==> config.mk <==
export PLATFORM = sky130hd
export DESIGN_NAME = alu_seq_ctrl
export DESIGN_NICKNAME = d
export VERILOG_FILES = /design/src/rtl/alu_seq_ctrl.sv
export SDC_FILE = /design/constraint.sdc
export NUM_CORES = 1
export LEC_CHECK = 0
export ABC_AREA = 1
export CAP_MARGIN = 10
export CORE_MARGIN = 2
export CORE_UTILIZATION = 35
export DETAILED_ROUTE_END_ITERATION = 16
export PLACE_DENSITY_LB_ADDON = 0.2
export SYNTH_ARGS = -nofsm -noshare
export SYNTH_HDL_FRONTEND = slang
export SYNTH_SLANG_ARGS = --single-unit
==> constraint.sdc <==
create_clock -name clk -period 1.8 [get_ports clk]
set_clock_uncertainty 0.2 [all_clocks]
set_input_delay 0.54 -clock clk [delete_from_list [all_inputs] [get_ports clk]]
set_output_delay 0.54 -clock clk [all_outputs]
set_load 0.02 [all_outputs]
==> src/rtl/alu_seq_ctrl.sv <==
// Multi-cycle control FSM for the 8-bit datapath.
// Sequences fetch/decode/exec/mem/wb and drives the ALU control unit.
module alu_seq_ctrl #(
  parameter int CNT_W       = 8,
  parameter int MEM_TIMEOUT = 15
) (
  input  logic             clk,
  input  logic             reset,
  input  logic [7:0]       instr,
  input  logic             mem_ready,
  input  logic             zero,
  output logic             ir_write,
  output logic             pc_write,
  output logic [1:0]       pc_src,
  output logic [2:0]       alu_op,
  output logic             alu_funct,
  output logic             alu_t0,
  output logic             alu_t1,
  output logic             alu_src_b,
  output logic             mem_read,
  output logic             mem_write,
  output logic             reg_write,
  output logic             mem_to_reg,
  output logic [2:0]       state,
  output logic             halted,
  output logic             error,
  output logic [CNT_W-1:0] instr_count
);

  localparam logic [2:0] S_FETCH  = 3'd0;
  localparam logic [2:0] S_DECODE = 3'd1;
  localparam logic [2:0] S_EXEC   = 3'd2;
  localparam logic [2:0] S_MEM    = 3'd3;
  localparam logic [2:0] S_WB     = 3'd4;
  localparam logic [2:0] S_HALT   = 3'd5;
  localparam logic [2:0] S_ERROR  = 3'd6;

  localparam logic [2:0] OP_R    = 3'b000;
  localparam logic [2:0] OP_ADDI = 3'b001;
  localparam logic [2:0] OP_LW   = 3'b010;
  localparam logic [2:0] OP_SW   = 3'b011;
  localparam logic [2:0] OP_BEQ  = 3'b100;
  localparam logic [2:0] OP_SLT  = 3'b101;
  localparam logic [2:0] OP_JMP  = 3'b110;
  localparam logic [2:0] OP_HLT  = 3'b111;

  localparam int TO_W =
    (MEM_TIMEOUT < 2) ? 1 : $clog2(MEM_TIMEOUT + 1);
  localparam logic [TO_W-1:0] TO_MAX = TO_W'(MEM_TIMEOUT);
  localparam bit TO_EN = (MEM_TIMEOUT != 0);

  logic [2:0]       state_q, state_d;
  logic [TO_W-1:0]  to_q, to_d;
  logic [CNT_W-1:0] cnt_q, cnt_d;
  logic [2:0]       opcode;
  logic             waiting;
  logic             to_hit;
  logic             unused_instr;

  assign opcode       = instr[7:5];
  assign unused_instr = ^instr[1:0];
  assign waiting      = (state_q == S_FETCH) || (state_q == S_MEM);
  assign to_hit       = TO_EN && waiting && !mem_ready
                        && (to_q == TO_MAX);

  always_comb begin
    state_d    = state_q;
    ir_write   = 1'b0;
    pc_write   = 1'b0;
    pc_src     = 2'd0;
    alu_op     = 3'b000;
    alu_funct  = 1'b0;
    alu_t0     = 1'b0;
    alu_t1     = 1'b0;
    alu_src_b  = 1'b0;
    mem_read   = 1'b0;
    mem_write  = 1'b0;
    reg_write  = 1'b0;
    mem_to_reg = 1'b0;
    unique case (state_q)
      S_FETCH: begin
        mem_read  = 1'b1;
        alu_op    = 3'b001;
        alu_src_b = 1'b1;
        if (mem_ready) begin
          ir_write = 1'b1;
          pc_write = 1'b1;
          state_d  = S_DECODE;
        end
      end
      S_DECODE: begin
        unique case (1'b1)
          opcode == OP_JMP: begin
            pc_write = 1'b1;
            pc_src   = 2'd2;
            state_d  = S_FETCH;
          end
          opcode == OP_HLT: state_d = S_HALT;
          default:          state_d = S_EXEC;
        endcase
      end
      S_EXEC: begin
        unique case (1'b1)
          opcode == OP_R: begin
            alu_op    = 3'b000;
            alu_funct = instr[4];
            alu_t0    = instr[3];
            alu_t1    = instr[2];
            state_d   = S_WB;
          end
          opcode == OP_ADDI: begin
            alu_op    = 3'b001;
            alu_src_b = 1'b1;
            state_d   = S_WB;
          end
          opcode == OP_LW || opcode == OP_SW: begin
            alu_op    = 3'b001;
            alu_src_b = 1'b1;
            state_d   = S_MEM;
          end
          opcode == OP_BEQ: begin
            alu_op   = 3'b010;
            pc_write = zero;
            pc_src   = 2'd1;
            state_d  = S_FETCH;
          end
          opcode == OP_SLT: begin
            alu_op  = 3'b011;
            state_d = S_WB;
          end
          default: state_d = S_FETCH;
        endcase
      end
      S_MEM: begin
        mem_read  = (opcode == OP_LW);
        mem_write = (opcode == OP_SW);
        if (mem_ready)
          state_d = (opcode == OP_LW) ? S_WB : S_FETCH;
      end
      S_WB: begin
        reg_write  = 1'b1;
        mem_to_reg = (opcode == OP_LW);
        state_d    = S_FETCH;
      end
      S_HALT:  state_d = S_HALT;
      default: state_d = S_ERROR;
    endcase
    // A late mem_ready beats the timeout: to_hit needs mem_ready low.
    if (to_hit)
      state_d = S_ERROR;
  end

  always_comb begin
    to_d = to_q + TO_W'(1);
    if (!TO_EN || !waiting || mem_ready || state_d != state_q)
      to_d = '0;
  end

  assign cnt_d = cnt_q
    + CNT_W'(state_q == S_FETCH && mem_ready);

  always_ff @(posedge clk or posedge reset) begin
    if (reset) begin
      state_q <= S_FETCH;
      to_q    <= '0;
      cnt_q   <= '0;
    end else begin
      state_q <= state_d;
      to_q    <= to_d;
      cnt_q   <= cnt_d;
    end
  end

  assign state       = state_q;
  assign halted      = (state_q == S_HALT) || (state_q == S_ERROR);
  assign error       = (state_q == S_ERROR);
  assign instr_count = cnt_q;

endmodule

==> results of run 1 <==
cells in the mapped netlist (all sizes together):
library cell  number
xor2               4
dfrtp             15
o31ai              1
and2               1
buf                1
a21oi              1
and3               2
nor2              15
nor3               6
nand2             26
conb               1
xnor2              4
o2111ai            1
nand4              2
ha                 3
inv               16
o21ai              3
nor3b              3
nand3              9
report_power, final:
part / leakage (nW) / total, mW / switching (mW) / internal [mW]
sequential: 0.192 / 0.337 / 0 / 0.337
clock: 0.0177 / 0.185 / 0.103 / 0.0823
combinational: 0.750 / 0.0689 / 0.0343 / 0.0346
total: 0.959 / 0.590 / 0.137 / 0.454
flip-flops by register name (all words and copies together) (netlist names):
| name | cells |
|---|---|
| state | 3 |
| to_q | 4 |
| instr_count | 8 |
stage by stage:
| stage | TNS (ps) | cells | utilization, % | hold WS, ps | power, mW |
|---|---|---|---|---|---|
| 4_1_cts | -6570 | 217 | 66.0 | 274 | 0.600 |
| 3_3_place_gp | -21000 | 211 | 65.5 | 244 | 0.408 |
| 3_5_place_dp | -21720 | 211 | 65.5 | 262 | 0.409 |
| 5_1_grt | -9220 | 224 | 73.8 | 297 | 0.619 |
| 6_report | -6650 | 224 | 73.8 | 258 | 0.590 |
| 2_1_floorplan | -1930 | 114 | - | 230 | 0.364 |
routing by layer:
layer	wire length, um	global-route usage (%)	vias to the layer above
met2	1560	31.7	22
met1	1140	24.7	495
met4	0	1.67	0
li1	-	-	529
met3	113	4.10	0
met5	0	0	-
final timing paths:
kind	to	slack, ps	start
worst min register to register	instr_count[7]$_DFF_PP0_	260	instr_count[7]$_DFF_PP0_
worst min-delay path	instr_count[7]$_DFF_PP0_	260	instr_count[7]$_DFF_PP0_
worst max-delay path	alu_t0	-370	state[1]$_DFF_PP0_
worst max register to register	instr_count[7]$_DFF_PP0_	-220	state[0]$_DFF_PP0_
min in group asynchronous	instr_count[3]$_DFF_PP0_	350	reset
max in group asynchronous	state[1]$_DFF_PP0_	700	reset
cell type report:
cell class	instances	area, um2
Clock buffer	3	22.5
Clock inverter	1	5.00
Fill cell	180	644
Inverter	16	60.1
Multi-Input combinational cell	82	659
Sequential cell	15	378
Tap cell	30	37.5
Timing Repair Buffer	77	648
logic make-up (layout without fill, tap and decap cells):
group,after synthesis,after routing,synth area share [%]
DFF,15,15,41.8
other,1,1,0.417
xor gates and xnor gates,8,8,7.80
and+or+nand+nor,64,64,34.3
AOI/OAI and AO/OA,6,6,4.04
buffers and inverters,17,97,7.52
adders and majority gates,3,3,4.18
timing repair:
| item | in CTS | in global routing |
|---|---|---|
| setup buffers | 2 | 7 |
| setup endpoints to repair | 40 | 31 |
| resized for setup | 125 | 37 |
| hold endpoints to repair | 0 | 0 |
| pin swaps | 10 | 8 |
| hold buffers | 0 | 0 |
==> results.py, run 1 <==
metrics = {
    "outcome": {
        "status": "complete, but fails checks",
        "violations": "setup timing",
    },
    "placed_design": {
        "placed_area_mm2": 0.00161,
        "place_ws_ps": -1160,
        "port_buffers": 36,
        "gp_congestion": 0.891,
        "hpwl_mm": 2.00,
    },
    "clock_network": {
        "clk_pin_slew_ps": 90,
        "cts_buffers": 3,
        "cts_buffer_depth": 2,
        "clk_latency_ps": 280,
        "cts_num_sinks": 15,
        "cts_root_buffer": "clkbuf_4",
        "h-tree-depth": 1,
        "tritoncts": "done",
    },
    "critical_path": {
        "start_kind": "register",
        "crit_arrival_ps": 1430,
        "cp_slowest_cell": "dfrtp_2",
        "cp.depth": 6,
        "path_class": "reg2out",
        "slowest_delay_ps": 410,
        "crit_path_max_fanout": 5,
        "path_buf_inv": 3,
        "crit_chain": "inv_2 > nor2_4 > nand2_4 > buf_12 > nor3b_2 > buf_4",
        "ff2ff_path_depth": 10,
        "path_delay_family": "flip-flops",
        "crit_required_ps": 1060,
        "crit_path_end_kind": "output port",
    },
    "logic_synthesis": {
        "netlist_instances": 114,
        "synth_top_area_share_pct": 41.8,
        "syn_area_um2": 898,
        "synth.avg_cell_area_um2": 7.88,
        "yosysUniqueCellTypes": 25,
        "ys_ff_latch": 15,
        "synth_area_leaders": "dfrtp_1, nand2_1, inv_1",
        "seq_area_frac_synth_pct": 41.8,
        "synth_area_leader_cell": "dfrtp_1",
        "yosys_warnings": 0,
        "synth_nets": 129,
    },
    "finish": {
        "final_common_cell": "buf_4",
        "layout_common_cells": "buf_4, nand2_1, dfrtp_1",
        "finalNetCount": 210,
        "antenna_cells": 0,
        "finalInstanceArea_mm2": 0.00181,
        "area_growth_pct": 102,
        "drive_gt1_share_pct": 58.2,
    },
    "detailed_routing": {
        "totalWireLength_mm": 2.81,
        "num_vias": 1046,
        "postRouteAntennaNets": 0,
        "drc": 0,
        "routedWlPerCell_um": 12.6,
        "viasPerCell": 4.67,
        "drt-initial-drc-count": 11,
        "firstDrtPassIters": 4,
    },
    "power": {
        "leakage_nw": 0.959,
        "irDropWorstVdd_uv": 641,
        "p_per_area_mw_per_mm2": 326,
    },
    "die": {
        "initial_utilization_pct": 36.6,
        "io_pins": 40,
        "num_rows": 18,
        "core_area_mm2": 0.00245,
        "dieHeight_um": 54.7,
        "dieArea_mm2": 0.00299,
        "fp.dieW_um": 54.7,
    },
    "hold_path": {
        "hold_depth": 1,
        "hp-class": "reg2reg",
    },
    "sta": {
        "fmax_ghz": 0.461,
        "slew_viol_final": 0,
        "period_share_pct": 120,
        "period_needed_ps": 2170,
        "finalHoldViolations": 0,
        "fin_ws_ps": -369,
        "setup_viol": 29,
        "rsz0062_at_grt": "yes",
    },
    "job": {
        "drv_cap": 0,
    },
    "global_route": {
        "grt_pass1_vias": 962,
        "grt_max_degree": 10,
        "antenna_found_initial": 0,
        "grt_usage_pct": 18.6,
        "grt_pass1_wl_mm": 4.06,
        "grt_overflow_total": 0,
    },
}
No activity file was read; power rests on OpenSTA's default activity.
==> run 2, diff against run 1 <==
--- a/config.mk
+++ b/config.mk
@@ -10,6 +10,7 @@
 export CORE_MARGIN = 2
 export CORE_UTILIZATION = 35
 export DETAILED_ROUTE_END_ITERATION = 16
+export GPL_TIMING_DRIVEN = 0
 export PLACE_DENSITY_LB_ADDON = 0.2
 export SYNTH_ARGS = -nofsm -noshare
 export SYNTH_HDL_FRONTEND = slang
==> run 2 against run 1 <==
- the run still ends with setup timing left
- count of clock-buffer cells in the layout stayed put
- sequential power hardly changed
- die area stayed put
- largest cell class unchanged
- highest routed layer is now met4
==> results.py, run 2 (synthesis results as in run 1) <==
metrics = {
    "die": {
        "dieArea_mm2": 0.00299,
        "dieHeight_um": 54.7,
        "core_area_mm2": 0.00245,
        "fp.dieW_um": 54.7,
        "io_pins": 40,
        "initial_utilization_pct": 36.6,
        "num_rows": 18,
    },
    "global_route": {
        "grt.met1_usage_pct": 21.5,
        "busiest_layer": "met2",
        "antenna_found_initial": 0,
        "grt_usage_pct": 15.7,
        "use_met3_pct": 5.19,
        "grt_max_degree": 16,
        "grt_pass1_vias": 777,
        "grt_pass1_wl_mm": 3.37,
        "grt_overflow_total": 0,
        "met2_usage_pct": 24.8,
    },
    "hold_path": {
        "worstHoldStart": "instr_count[7]$_DFF_PP0_",
        "hold_depth": 1,
        "hp-class": "reg2reg",
        "min_to": "instr_count[7]$_DFF_PP0_",
    },
    "clock_network": {
        "cts_buffers": 3,
        "tritoncts": "done",
        "cts_hold_buf": 0,
        "cts_num_sinks": 15,
        "h-tree-depth": 1,
        "cts_root_buffer": "clkbuf_4",
        "clk_latency_ps": 280,
        "cts_buffer_depth": 2,
        "clk_pin_slew_ps": 90,
    },
    "power": {
        "irDropWorstVdd_uv": 517,
        "switchingPower_mw": 0.136,
        "p_per_area_mw_per_mm2": 371,
        "swShare_pct": 23.5,
        "seq_power_share_pct": 58.4,
        "pwr-share-comb_pct": 8.9,
        "internal_power_mw": 0.441,
        "leakage_nw": 0.856,
        "clockPowerShare_pct": 32.7,
    },
    "detailed_routing": {
        "routedWlPerCell_um": 12.1,
        "drc": 0,
        "drt-initial-drc-count": 4,
        "postRouteAntennaNets": 0,
        "viasPerCell": 4.64,
        "num_vias": 937,
        "totalWireLength_mm": 2.44,
        "firstDrtPassIters": 4,
    },
    "critical_path": {
        "slowest_delay_ps": 430,
        "crit_path_max_fanout": 4,
        "crit_required_ps": 1060,
        "path_class": "reg2out",
        "crit_arrival_ps": 1450,
        "rrSetupSlack_ps": -310,
        "ff2ff_path_depth": 10,
        "start_kind": "register",
        "reg2reg_from": "state[0]$_DFF_PP0_",
        "crit_chain": "buf_6 > buf_4 > nor3_2 > and2_1 > buf_6",
        "cp_slowest_cell": "dfrtp_2",
        "crit_path_end_kind": "output port",
        "cpMostUsedCell": "buf_6",
        "timing.rr.end": "instr_count[6]$_DFF_PP0_",
    },
    "sta": {
        "maxSlewHeadroom_pct": 64.3,
        "finalHoldViolations": 0,
        "period_share_pct": 122,
        "rsz0062_at_grt": "yes",
        "fin_ws_ps": -393,
        "setup_viol": 24,
        "worstMarginPinSlew_ps": 535,
        "fmax_ghz": 0.456,
        "slew_viol_final": 0,
        "period_needed_ps": 2190,
    },
    "outcome": {
        "status": "complete, but fails checks",
        "violations": "setup timing",
    },
    "finish": {
        "final_common_cell": "buf_4",
        "drive_gt1_share_pct": 50.6,
        "layout_common_cells": "buf_4, nand2_1, dfrtp_1",
        "finalNetCount": 188,
        "finish.utilization_pct": 63.2,
        "area_growth_pct": 72.7,
        "antenna_cells": 0,
        "largest_reg_flops": 8,
    },
    "placed_design": {
        "hpwl_mm": 1.62,
        "port_buffers": 36,
        "place_ws_ps": -1240,
        "gp_congestion": 0.858,
    },
    "job": {
        "drv_cap": 0,
    },
}
run 2: worst max path at each step:
stage	startpoint	to	slack, ps	depth (start not counted)
floorplan	state[1]$_DFF_PP0_	pc_write	-220	6
global placement	instr[6]	pc_write	-1220	7
detailed placement	instr[6]	alu_t1	-1240	5
CTS	state[0]$_DFF_PP0_	pc_write	-370	6
global route	state[0]$_DFF_PP0_	pc_write	-500	6
finish	state[1]$_DFF_PP0_	mem_to_reg	-390	5
run 2: worst max-delay path: cells and delay by family, from the launching register on:
family | cells | cell delay (ps)
buffers and inverters | 3 | 390
DFF | 1 | 430
and+or+nand+nor | 2 | 370
run 2: power by group through the flow:
stage | Clock (mW) | Combinational [mW] | Sequential (mW)
2_1_floorplan | 0 | 0.0211 | 0.343
3_3_place_gp | 0 | 0.0478 | 0.343
3_5_place_dp | 0 | 0.0487 | 0.343
5_1_grt | 0.222 | 0.0571 | 0.337
6_report | 0.188 | 0.0515 | 0.337
4_1_cts | 0.198 | 0.0503 | 0.337
run 2: cell type report:
type                    instances  area [um2]
multi-input cells              82         574
clock buffers                   3        22.5
inverters                      16        62.6
flip-flops and latches         15         379
repair buffers                 54         463
fillers                       220         903
well taps                      30        37.5
plain buffers                   1        7.51
clock inverters                 1        5.00
run 2: stage by stage:
step | cell area (um2) | instances | hold slack (ps) | power, mW | setup TNS [ps]
2_1_floorplan | 952 | 114 | 230 | 0.364 | -1930
3_3_place_gp | 1350 | 180 | 248 | 0.391 | -19880
3_5_place_dp | 1350 | 180 | 262 | 0.392 | -20390
4_1_cts | 1410 | 192 | 274 | 0.585 | -5270
5_1_grt | 1550 | 202 | 307 | 0.616 | -8920
6_report | 1550 | 202 | 266 | 0.576 | -6360
run 2: what timing repair did:
item / in CTS / in global routing
pin swaps: 9 / 7
resized for setup: 122 / 34
setup buffers: 8 / 10
setup endpoints to repair: 36 / 30
run 2: metal layers:
metal  vias up  part of all wire, %  routed length [um]
met5         -                    0                   0
met3         2                  5.0                 121
met2        22                   52                1270
li1        479                    -                   -
met4         0                 0.57                  14
met1       434                   42                1030
==> run 3, diff against run 2 <==
--- a/config.mk
+++ b/config.mk
@@ -6,6 +6,7 @@
 export NUM_CORES = 1
 export LEC_CHECK = 0
 export ABC_AREA = 1
+export ABC_CLOCK_PERIOD_IN_PS = 1800
 export CAP_MARGIN = 10
 export CORE_MARGIN = 2
 export CORE_UTILIZATION = 35
==> results of run 3 <==
The final DEF is identical to that of run 2; final timing and power are the same.
